File: config.mk
export PLATFORM = sky130hd
export DESIGN_NAME = keypad_debouncer
export DESIGN_NICKNAME = d
export VERILOG_FILES = /design/src/rtl/keypad_debouncer.sv
export SDC_FILE = /design/constraint.sdc
export NUM_CORES = 1
export LEC_CHECK = 0
export BUFFER_PORTS_ARGS = -buffer_cell sky130_fd_sc_hd__clkbuf_2
export CAP_MARGIN = 20
export CORE_MARGIN = 2
export CORE_UTILIZATION = 43
export DETAILED_ROUTE_END_ITERATION = 7
export GPL_ROUTABILITY_DRIVEN = 1
export PLACE_DENSITY = 0.61
export SETUP_SLACK_MARGIN = 0.02
export SLEW_MARGIN = 20
export SYNTH_ARGS = -nofsm -noshare
export SYNTH_HDL_FRONTEND = slang
export SYNTH_SLANG_ARGS = --single-unit
export TNS_END_PERCENT = 1
File: constraint.sdc
create_clock -name clk -period 6.75 [get_ports clk]
set_input_delay 0.675 -clock clk [delete_from_list [all_inputs] [get_ports clk]]
set_output_delay 0.675 -clock clk [all_outputs]
set_load 0.03 [all_outputs]
File: src/rtl/keypad_debouncer.sv
// keypad_debouncer: debounces scanner detections, emits one hex code per physical press, suppresses repeat until release.
// Latency: key_strobe/key_valid registered DEBOUNCE_CYCLES clocks after the key_pressed rise; other key_valid pulses one clock after the deciding cycle.
// Backpressure: none toward display; key_valid is the handshake that releases the scanner's held row, one pulse per rise.
// Ports: clk, rst_n | key_pressed, row_idx, col_idx (from scanner, one-hot indices)
//        key_valid (to scanner) | key_strobe, key_code, key_held (to display / key history)
module keypad_debouncer #(
   parameter int DEBOUNCE_CYCLES = 60000,
   parameter int RELEASE_CYCLES  = 30000,
   parameter int CNT_W           = 32
) (
   input  logic       clk,
   input  logic       rst_n,
   input  logic       key_pressed,
   input  logic [3:0] row_idx,
   input  logic [3:0] col_idx,
   output logic       key_valid,
   output logic       key_strobe,
   output logic [3:0] key_code,
   output logic       key_held
);

   typedef enum logic [1:0] {IDLE, DEBOUNCE, HELD} state_t;

   localparam logic [CNT_W-1:0] DEB_LAST = CNT_W'(DEBOUNCE_CYCLES - 1);
   localparam logic [CNT_W-1:0] REL_LAST = CNT_W'(RELEASE_CYCLES - 1);
   localparam logic [CNT_W-1:0] CNT_MAX  = '1;
   localparam logic [CNT_W-1:0] CNT_ONE  = CNT_W'(1);

   state_t           state;
   logic             kp_d;
   logic [3:0]       cap_row;
   logic [3:0]       cap_col;
   logic [CNT_W-1:0] deb_cnt;
   logic [CNT_W-1:0] rel_cnt;
   logic             rise;
   logic             match;
   logic             idx_ok;

   function automatic logic is_onehot(input logic [3:0] v);
      return (v != 4'b0000) && ((v & (v - 4'd1)) == 4'b0000);
   endfunction

   function automatic logic [1:0] idx_of(input logic [3:0] v);
      case (v)
         4'b0010: return 2'd1;
         4'b0100: return 2'd2;
         4'b1000: return 2'd3;
         default: return 2'd0;
      endcase
   endfunction

   // Physical keypad layout: rows 1-2-3-A / 4-5-6-B / 7-8-9-C / E-0-F-D
   function automatic logic [3:0] decode(input logic [3:0] r, input logic [3:0] c);
      case ({idx_of(r), idx_of(c)})
         4'h0: return 4'h1;  4'h1: return 4'h2;  4'h2: return 4'h3;  4'h3: return 4'hA;
         4'h4: return 4'h4;  4'h5: return 4'h5;  4'h6: return 4'h6;  4'h7: return 4'hB;
         4'h8: return 4'h7;  4'h9: return 4'h8;  4'hA: return 4'h9;  4'hB: return 4'hC;
         4'hC: return 4'hE;  4'hD: return 4'h0;  4'hE: return 4'hF;  default: return 4'hD;
      endcase
   endfunction

   // Only a fresh rise counts as a detection; the scanner may leave key_pressed
   // high for a cycle after key_valid and that must not be seen as a new press.
   assign rise   = key_pressed & ~kp_d;
   assign match  = key_pressed & (row_idx == cap_row) & (col_idx == cap_col);
   assign idx_ok = is_onehot(row_idx) & is_onehot(col_idx);

   always_ff @(posedge clk or negedge rst_n) begin
      if (!rst_n) begin
         state      <= IDLE;
         kp_d       <= 1'b0;
         cap_row    <= 4'b0000;
         cap_col    <= 4'b0000;
         deb_cnt    <= '0;
         rel_cnt    <= '0;
         key_valid  <= 1'b0;
         key_strobe <= 1'b0;
         key_code   <= 4'h0;
         key_held   <= 1'b0;
      end else begin
         kp_d       <= key_pressed;
         key_valid  <= 1'b0;
         key_strobe <= 1'b0;
         case (state)
            IDLE: begin
               if (rise) begin
                  if (idx_ok) begin
                     cap_row <= row_idx;
                     cap_col <= col_idx;
                     deb_cnt <= '0;
                     state   <= DEBOUNCE;
                  end else begin
                     // Garbage indices: hand the row back to the scanner at once
                     key_valid <= 1'b1;
                  end
               end
            end
            DEBOUNCE: begin
               if (!match) begin
                  key_valid <= 1'b1;
                  state     <= IDLE;
               end else if (deb_cnt == DEB_LAST) begin
                  key_valid  <= 1'b1;
                  key_strobe <= 1'b1;
                  key_code   <= decode(cap_row, cap_col);
                  key_held   <= 1'b1;
                  rel_cnt    <= '0;
                  state      <= HELD;
               end else if (deb_cnt != CNT_MAX) begin
                  deb_cnt <= deb_cnt + CNT_ONE;
               end
            end
            HELD: begin
               if (rel_cnt != CNT_MAX)
                  rel_cnt <= rel_cnt + CNT_ONE;
               if (rise)
                  key_valid <= 1'b1;
               // A matching re-detection is the same key still down: restart the
               // release window. It wins over a timeout in the same cycle.
               if (rise && match) begin
                  rel_cnt <= '0;
               end else if ((rise && !idx_ok) || (rel_cnt == REL_LAST)) begin
                  key_held <= 1'b0;
                  state    <= IDLE;
               end
            end
            default: state <= IDLE;
         endcase
      end
   end

endmodule

== After elaboration in Yosys (flattened, before gate mapping) ==
Memory sizes are Yosys's and may differ from the RTL's. A register that Yosys moved wholly into a read port is not among the register bits.
Cells that the tools add are included.
Storage, ports and cells
  memory bits (read-only): 64
  memories: 1
  memory bits (writable): 0
  bits in latches: 0
  register bits: 78
  output and inout bits: 7
  input port bits: 11
Memories
  (no name shown): words 16, width 4, rd ports 1, clocked after memory_dff 1, write ports 0, RTL line 54  | case ({idx_of(r), idx_of(c)})
Cells by class
  shift-type cells: 0
  div/mod/pow operators: 0
  multiply operators: 0
  muxes and demuxes: 39
  add/subtract/negate cells: 4
  bitwise logic cells: 7
  reduce and logical (&&, ||, !) cells: 20
  equality and inequality tests: 24
  magnitude comparators: 0
Operator list (number)
  $mux W32: 9
  $pmux W32 S2: 2
  $add A32 B1 Y32 const B: 2
  $ne A32 B32 Y1 const B: 2
  $eq A32 B15 Y1 const B: 1
  $eq A32 B16 Y1 const B: 1
  $mux W2: 12
  $pmux W2 S3: 3
  $ne A2 B2 Y1 const B: 8
  $mux W1: 11
  $reduce_and A5 Y1: 2
  $and A4 B4 Y4: 2
  $eq A4 B2 Y1 const B: 2
  $eq A4 B3 Y1 const B: 2
  $eq A4 B4 Y1: 2
  $eq A4 B4 Y1 const B: 2
  $logic_not A4 Y1: 2
  $reduce_bool A4 Y1: 2
  $sub A4 B1 Y4 const B: 2
  $ne A3 B3 Y1 const B: 2
  $reduce_and A3 Y1: 2
  $reduce_and A6 Y1: 1
  $and A1 B1 Y1: 4
  $logic_and A1 B1 Y1: 4
  other kinds (10): 12

== Depth between registers and ports, before layout ==
Gate-level depths: netlist of the first run.
  depth after elaboration: 11
  mapped depth: 9
  gate-level depth less buffers: 8

== Worst setup path before layout of the first run ==
No wires, ideal clock.
  path kind: input to register
  start: input port col_idx[3]
  end: register deb_cnt[25]
  buffers on the path: 1
  setup slack: 4.413 ns
  library setup time: 0.066 ns
  stages: 7
  data arrival time: 2.271 ns
  path through: xnor2_1 -> nand4_2 -> nor3_4 -> or3b_1 -> buf_4 -> or4_1 -> nand2_1
Between the ends
  word-level cells in the longest chain between the ends: 7
RTL lines
  start, declared: RTL line 15  | input logic [3:0] col_idx,
  $sub A4 B1 Y4: RTL line 40  | return (v != 4'b0000) && ((v & (v - 4'd1)) == 4'b0000);
  $and A4 B4 Y4: RTL line 40
  $logic_not A4 Y1: RTL line 40
  $logic_and A1 B1 Y1: RTL line 40
  $and A1 B1 Y1: RTL line 66  | assign idx_ok = is_onehot(row_idx) & is_onehot(col_idx);
  $ne A2 B2 Y1 (no line)
  $reduce_and A6 Y1 (no line) (*)
  end signal, assigned: RTL line 110  | deb_cnt <= deb_cnt + CNT_ONE;
  end, declared: RTL line 33  | logic [CNT_W-1:0] deb_cnt;
Every way passes the cells marked *; elsewhere a longest branch is shown, timed or not.
A chain may end at the register's enable or synchronous reset.

== Worst setup path in the final report of the first run ==
  start: register deb_cnt[0]
  end: register deb_cnt[27]
Between the ends
  word-level cells in the longest chain between the ends: 5
RTL lines
  $add A32 B1 Y32: RTL line 110
  $mux W32: RTL line 109  | end else if (deb_cnt != CNT_MAX) begin
  $mux W32: RTL line 102  | end else if (deb_cnt == DEB_LAST) begin
  $mux W32: RTL line 99  | if (!match) begin
  $pmux W32 S2: RTL line 84  | case (state)
Parallel ways exist; a longest one is shown, timed or not. The select of a mux whose other input is x is not followed.

==> results of run 1 <==
[cell families after synthesis]
group / after synthesis
xor+xnor: 27
mux: 5
flops: 82
fa+ha+maj: 7
simple gates: 275
compound gates: 114
buf+inv: 29
[sequential cells by signal (all words and copies together), names as in the netlist, 2 cells and up]
signal	cells
rel_cnt	32
key_code	4
state	2
cap_row	4
deb_cnt	32
cap_col	4
[area by class of cell]
type	count	area [µm²]	area share
clock buffer	9	225	0.0416
clock inverter	7	104	0.0192
inverter	9	38.8	0.00716
multi-input combinational	428	2700	0.499
sequential	82	2050	0.379
tap	143	179	0.0330
timing repair buffer	20	114	0.0210
[worst max path at each step]
| stage | from | end | slack (ps) | cells after the start |
|---|---|---|---|---|
| 3_3_place_gp | row_idx[2] | rel_cnt[19] | 3650 | 8 |
| 2_1_floorplan | col_idx[3] | deb_cnt[25] | 4410 | 7 |
| 6_report | deb_cnt[0] | deb_cnt[27] | 3990 | 7 |
| 3_5_place_dp | row_idx[2] | rel_cnt[19] | 3630 | 8 |
| 4_1_cts | cap_col[3] | rel_cnt[19] | 3990 | 7 |
| 5_1_grt | row_idx[2] | deb_cnt[27] | 3700 | 7 |
[metrics by stage]
| step | std cells | hold slack, ps | setup WS (ps) |
|---|---|---|---|
| finish | 698 | 371 | 3990 |
| global route | 698 | 450 | 3700 |
| CTS | 698 | 490 | 3990 |
| detailed placement | 682 | 475 | 3630 |
| global placement | 682 | 468 | 3650 |
| floorplan | 539 | 379 | 4410 |
[worst max-delay path, cell delays in order (launching register included)]
cell and delay [ps]:
dfrtp_1 420, ha_1 240, nand4_1 170, nor3_1 110
and3_1 180, nand4bb_1 710, or4_1 710, a21oi_1 140
[power groups by stage]
stage / Clock, mW / Sequential, mW / Combinational [mW]
after floorplan: 0 / 0.536 / 0.122
after global placement: 0 / 0.544 / 0.153
after detailed placement: 0 / 0.545 / 0.161
after CTS: 0.556 / 0.535 / 0.161
after global routing: 0.574 / 0.539 / 0.181
final: 0.544 / 0.535 / 0.158
[placed cells by master, fill, tap and decap left out, drive strengths merged, types with 5 or more instances in the layout]
cell    synthesis  routed
dfrtp          82      82
nor3           25      25
a211o          12      12
nor4           13      13
and3           21      21
ha              7       7
xor2            9       9
clkbuf          9      25
and2            5       5
o21ai          26      26
or4            10      10
clkinv          1       6
or3            19      19
nor2           28      28
xnor2          18      18
nand3          36      36
o31ai           9       9
nand4          27      27
nand2          67      67
o211ai         12      12
a21oi          24      24
a21o           13      13
inv             8       8
[metal layers]
| metal | GRT usage | part of all wire |
|---|---|---|
| met2 | 0.293 | 0.46 |
| met3 | 0.0328 | 0.031 |
| met5 | 0 | 0 |
| met4 | 0.0825 | 0.016 |
| met1 | 0.259 | 0.49 |
==> results.yml, run 1 <==
finish:
  num-fill-cells: 1034
  diodes: 0
  final_core_util: 0.480
  drive_above_1_share: 0.103
  fin_area_mm2: 0.00541
  area_delta_synth_final_pct: 10.2
  final_nets: 568
yosys:
  seq_area_frac_synth: 0.418
  synth_flop_cell: "dfrtp_1"
  synthAdderAreaFrac: 0.0178
  synth_compound_area_frac: 0.156
  yosysWarnings: 0
  muxShareOfSynthArea: 0.0104
  syn_nets: 557
  synth_xor_area_frac: 0.0482
  synth-edff-count: 0
  syn_area_per_cell_um2: 9.11
  synth_top_family_by_area: "simple AND/OR/NAND/NOR gates"
  yosysTopAreaCell: "dfrtp_1"
  synth-async-reset-ratio: 1.00
  synth_top_area_share: 0.418
  yosys-top-cells-area: "dfrtp_1, nand2_1, nand3_1"
  syn_inst: 539
  synth_seq_cells: 82
  synth_common_cells: "dfrtp_1, nand2_1, nand3_1"
  syn_area_mm2: 0.00491
  synth.most_common_cell: "dfrtp_1"
  yosys.area_share.simple: 0.317
  yosysUniqueCellTypes: 63
power:
  comb_power_share: 0.128
  p_sw_frac: 0.272
  p_total_mw: 1.24
  powerDensity_mw_per_mm2: 228
  power_switching_mw: 0.336
  power_frac_seq: 0.433
  p_leak_nw: 2.43
  internal_power_mw: 0.900
  p_clk_frac: 0.440
  vdd_ir_drop_max_mv: 0.154
worst_setup_path:
  r2r_cells: 7
  reg2reg_to: "deb_cnt[27]"
  r2r_start: "deb_cnt[0]"
  end_kind: "register"
  cp_max_fo: 20
  cp.arrival_ps: 3040
  required_ps: 7030
  crit_type: "reg -> reg"
  reg2reg_slack_ps: 3990
  start_kind: "register"
sta:
  max_clock_freq_mhz: 362
  fin_skew_ps: 7.27
  finalHoldViolCount: 0
  period_minus_slack_ps: 2760
  fin_tns_setup_ps: 0
  max_slew_margin: 0.298
  period_share: 0.409
  grt_setup_unrepaired: "no"
  finalSetupViolCount: 0
  worst_pin_slew_ps: 1050
  drv_slew: 0
floorplanning:
  core_mm2: 0.0113
  initial_core_util: 0.436
  row_count: 39
  die_area_mm2: 0.0123
  boundaryPins: 18
  die_w_um: 111
  die_y_um: 111
global_routing:
  grt_pass1_wl_um: 19100
  grt_start_max_net_pins: 83
  grt-ovfl-total: 0
  grt_pass1_vias: 3958
  grt_use_total: 0.188
  antenna_found_initial: 0
cts:
  cts_tree: "done"
  clk_latency_ps: 350
  clk_path_buf_depth: 2
  cts_sinks: 82
  cts_max_level: 3
  clkTransAtPathRegs_ps: 60
  ctsHoldBuffers: 0
  root_buffer: "clkbuf_16"
  cts_made_buffers: 9
  cts_setup_buffers: 0
  cts_resized: 0
placement:
  port_buffers: 17
  gp_congestion: 0.881
  hpwl_um: 7320
  placed_cell_area_mm2: 0.00508
routing:
  wl_per_cell_um: 15.7
  drt-initial-drc-count: 371
  dr_total_vias: 4131
  vias_per_cell: 5.92
  drtPass1Iterations: 5
  drt_wl_total_um: 10900
  ant_nets: 0
  drc: 0
run:
  maxCapViolCount: 0
hold_path:
  min_path_type: "in -> async"
run_status:
  status: "finished, final reports clean"
Note: power is estimated with default switching activity, not from simulation.
==> run 2, diff against run 1 <==
Settings changed: ABC_AREA set to 1, PLACE_DENSITY 0.61 to 0.63.
Clock period 6.75 ns to 2.43 ns, I/O delays scaled along.
==> results.yml, run 2 <==
placement:
  gp_congestion: 0.929
  hpwl_um: 11500
  port_buffers: 17
hold_path:
  worstHoldStart: "key_pressed"
  min_path_type: "in -> reg"
power:
  internal_power_mw: 2.25
  powerDensity_mw_per_mm2: 464
  power_switching_mw: 0.869
  p_total_mw: 3.12
  p_clk_frac: 0.412
  power_frac_seq: 0.459
  comb_power_share: 0.130
  p_sw_frac: 0.278
  p_leak_nw: 3.18
  vdd_ir_drop_max_mv: 0.375
routing:
  drc: 0
  vias_per_cell: 4.97
  drt-initial-drc-count: 335
  drt_wl_total_um: 15700
  wl_per_cell_um: 13.0
  drtPass1Iterations: 5
  ant_nets: 0
  dr_total_vias: 6003
sta:
  period_minus_slack_ps: 2130
  fin_skew_ps: 7.93
  max_slew_margin: 0.638
  finalHoldViolCount: 0
  fin_tns_setup_ps: 0
  max_clock_freq_mhz: 470
  worst_pin_slew_ps: 543
  period_share: 0.876
  finalSetupViolCount: 0
  grt_setup_unrepaired: "no"
  drv_slew: 0
global_routing:
  grt-ovfl-total: 0
  grt_start_max_net_pins: 51
  met3_usage: 0.0295
  use_met1: 0.316
  grt.busiest_layer: "met2"
  grt_pass1_vias: 5513
  grt_use_met2: 0.357
  antenna_found_initial: 0
  grt_use_total: 0.223
  grt_pass1_wl_um: 27000
floorplanning:
  core_mm2: 0.0139
  row_count: 43
  die_area_mm2: 0.0152
  initial_core_util: 0.441
  die_w_um: 123
  boundaryPins: 18
  die_y_um: 123
finish:
  layout_commonest_cell: "nand2_1"
  top_regs: "deb_cnt: 32 flops, rel_cnt: 32 flops"
  diodes: 0
  final_cell_mix: "nand2_1, nor2_1, nand3_1, inv_1, dfrtp_1"
  drive_above_1_share: 0.0691
  area_delta_synth_final_pct: 9.58
  final_nets: 1041
yosys:
  syn_area_mm2: 0.00614
  synth-edff-count: 0
  synth-async-reset-ratio: 1.00
  syn_nets: 1022
  syn_area_per_cell_um2: 6.12
  yosysWarnings: 0
  yosysUniqueCellTypes: 36
  synth_common_cells: "nand2_1, nor2_1, nand3_1"
  yosysTopAreaCell: "dfrtp_1"
  synth_top_area_share: 0.334
  seq_area_frac_synth: 0.334
  synth_flop_cell: "dfrtp_1"
  synth_seq_cells: 82
  synth.most_common_cell: "nand2_1"
  syn_inst: 1004
  yosys-top-cells-area: "dfrtp_1, nand2_1, nor2_1"
cts:
  clk_path_buf_depth: 2
  cts_max_level: 3
  clkTransAtPathRegs_ps: 60
  root_buffer: "clkbuf_16"
  cts_setup_buffers: 0
  cts_sinks: 82
  cts_tree: "done"
  clk_latency_ps: 350
  cts_made_buffers: 9
worst_setup_path:
  r2r_start: "rel_cnt[0]"
  end_kind: "register"
  crit_type: "reg -> reg"
  startpoint: "rel_cnt[0]"
  cp_max_fo: 32
  start_kind: "register"
  required_ps: 2710
  cp.arrival_ps: 2410
run:
  maxCapViolCount: 0
run_status:
  status: "finished, final reports clean"
## run 2: cell count changes after synthesis, moves of 17 or more
cell / delta
nand2_1: +327
nand3_1: +65
or3_1: -19
a21oi_1: -17
nor2_1: +157
inv_1: +82
and3_1: -21
## run 2: cell families (layout without fill, tap and decap cells)
kind of cell	count (synthesis)	after routing	share of synthesized area
buf+inv	115	139	0.0768
compound gates	34	34	0.0344
xor+xnor	30	30	0.0428
simple gates	736	736	0.497
flops	82	82	0.334
fa+ha+maj	7	7	0.0143
## run 2: layout make-up
class	instances	area, µm²
clock buffers	11	243
clock inverters	5	30.0
fillers	1497	7210
inverters	93	349
multi-input cells	807	3620
flip-flops and latches	82	2050
well taps	180	225
repair buffers	30	213
## run 2: final timing paths
path | endpoint | slack, ps | depth (start not counted)
max | rel_cnt[23] | 300 | 11
min | kp_d | 40 | 1
max reg2reg | rel_cnt[23] | 300 | 11
min reg2reg | rel_cnt[1] | 500 | 2
max in group asynchronous | rel_cnt[15] | 1410 | 3
min in group asynchronous | deb_cnt[6] | 380 | 2
## run 2: power groups by stage
stage,clock (mW),sequential [mW],combinational [mW]
floorplan,0,1.45,0.288
global placement,0,1.46,0.405
detailed placement,0,1.46,0.411
CTS,1.32,1.43,0.413
global route,1.37,1.44,0.475
finish,1.29,1.43,0.405
## run 2: stage by stage
stage          cells  hold slack [ps]  worst slack, ps   util  cell area [µm²]
6_report        1208             39.5              301  0.483             6730
5_1_grt         1208             30.8             67.0  0.483             6730
4_1_cts         1208             30.2              288  0.483             6730
3_5_place_dp    1191              234              304  0.463             6440
3_3_place_gp    1191              233              376  0.463             6440
2_1_floorplan   1004            -52.6              420      -             6140
## run 2: per-layer routing
metal / routed length [µm] / up-vias
li1: - / 3169
met1: 7800 / 2726
met2: 7140 / 93
met3: 511 / 15
met4: 214 / 0
met5: 0 / -
## run 2: worst max-delay path: stages (launching register included)
cell     delay, ps
dfrtp_1        450
ha_1           240
nand2_1         90
nor2_2         210
nand2_2        110
nor2_4         140
nand2_2         90
o21ai_2        160
nand3_4        100
nand2_4        300
nand2_1         80
nand2_1         80
## run 2: repair_timing
action / in CTS / in global routing
hold endpoints to repair: 32 / 0
gates resized for setup: 0 / 0
endpoints found under the setup margin: 0 / 0
hold buffers: 1 / 0
==> run 3, diff against run 2 <==
Settings changed: ABC_AREA 1 to unset.
==> results.yml, run 3 (synthesis gave the netlist of run 1 again) <==
cts:
  cts_made_buffers: 9
  cts_sinks: 82
  clk_path_buf_depth: 2
  cts_tree: "done"
  root_buffer: "clkbuf_16"
  cts_setup_buffers: 0
  clkTransAtPathRegs_ps: 60
  clk_latency_ps: 330
  cts_max_level: 3
hold_path:
  hold_depth: 1
  min_path_type: "in -> reg"
routing:
  drt_wl_total_um: 11800
  wl_per_cell_um: 16.1
  drtPass1Iterations: 4
  vias_per_cell: 5.91
  drc: 0
  drt-initial-drc-count: 390
  dr_total_vias: 4315
  ant_nets: 0
run_status:
  status: "finished, final reports clean"
sta:
  drv_slew: 0
  max_clock_freq_mhz: 425
  finalSetupViolCount: 0
  period_share: 0.968
  finalHoldViolCount: 0
  period_minus_slack_ps: 2350
  whs_ps: 116
  fin_skew_ps: 5.87
  max_slew_margin: 0.615
  grt_setup_unrepaired: "no"
  fin_tns_setup_ps: 0
  worst_pin_slew_ps: 570
global_routing:
  grt-ovfl-total: 0
  grt_pass1_wl_um: 20300
  use_met1: 0.276
  grt.busiest_layer: "met2"
  grt_use_total: 0.199
  grt_start_max_net_pins: 43
  grt_pass1_vias: 4166
  antenna_found_initial: 0
  grt_use_met2: 0.311
  met3_usage: 0.0377
floorplanning:
  row_count: 39
  boundaryPins: 18
  core_mm2: 0.0113
  die_area_mm2: 0.0123
  initial_core_util: 0.436
  die_y_um: 111
  die_w_um: 111
worst_setup_path:
  start_kind: "register"
  required_ps: 2640
  path_cells: "or4_4, nor4_4, and2_4, nand2_2, clkinv_4, nor2_4, buf_12, a211o_1"
  cp.arrival_ps: 2560
  worst_path_largest_cell_delay_ps: 570
  r2r_cells: 8
  crit_type: "reg -> reg"
  end_kind: "register"
  crit_slowest_cell: "or4_4"
  cp_max_fo: 25
run:
  maxCapViolCount: 0
finish:
  fin_area_mm2: 0.00567
  seqCellArea_mm2: 0.00205
  layout_commonest_cell: "dfrtp_1"
  drive_above_1_share: 0.152
  final_nets: 600
  multi_input_area_mm2: 0.00272
  final_core_util: 0.503
  area_delta_synth_final_pct: 15.5
  num-fill-cells: 1032
  final_cell_mix: "dfrtp_1, nand2_1, nand3_1, buf_4, nor2_1"
  diodes: 0
  top_regs: "deb_cnt: 32 flops, rel_cnt: 32 flops"
power:
  powerDensity_mw_per_mm2: 579
  vdd_ir_drop_max_mv: 0.315
  p_leak_nw: 2.59
placement:
  gp_congestion: 0.918
  port_buffers: 17
  hpwl_um: 8090
  placed_cell_area_mm2: 0.00536
-- run 3: final timing paths --
| path | start | end | slack, ps |
|---|---|---|---|
| worst max-delay path | deb_cnt[31] | rel_cnt[11] | 80 |
| worst min-delay path | key_pressed | kp_d | 120 |
| worst max register to register | deb_cnt[31] | rel_cnt[11] | 80 |
| worst min register to register | key_code[0] | key_code[0] | 480 |
| max in group asynchronous | rst_n | cap_col[0] | 1360 |
| min in group asynchronous | rst_n | deb_cnt[23] | 440 |
-- run 3: layout make-up --
class                   count  share of cell area
clock buffers              14              0.0483
clock inverters             2             0.00176
inverters                   9             0.00684
multi-input cells         428               0.479
flip-flops and latches     82               0.362
well taps                 143              0.0315
repair buffers             52              0.0710
-- run 3: report_power, final --
part	internal, mW	total, mW	switching, mW
Sequential	1.41	1.47	0.0561
Combinational	0.215	0.511	0.296
Clock	0.774	1.31	0.533
Total	2.40	3.29	0.885
-- run 3: critical path, delay by kind of cell (launching register included) --
family / cells / cell delay (ps)
AND/OR/NAND/NOR: 5 / 1260
AO/OA/AOI/OAI: 1 / 300
buffers and inverters: 2 / 250
flip-flops: 1 / 420
-- run 3: repair_timing --
item                       4_1_cts  5_1_grt
hold endpoints to repair        40        0
resized for setup                0        4
hold buffers                     1        0
setup endpoints to repair        0       24
-- run 3: stage by stage --
stage / std cells / power [mW] / setup slack [ps]
floorplan: 539 / 1.83 / 270
global placement: 713 / 1.97 / 91.5
detailed placement: 713 / 2.00 / 78.5
CTS: 730 / 3.32 / 47.2
global route: 730 / 3.46 / 0.581
finish: 730 / 3.29 / 78.7
-- run 3: per-layer routing --
layer  up-vias  routed length, µm
met5         -                  0
met4         0                214
met3        17                381
met2        80               5480
met1      2113               5690
li1       2105                  -
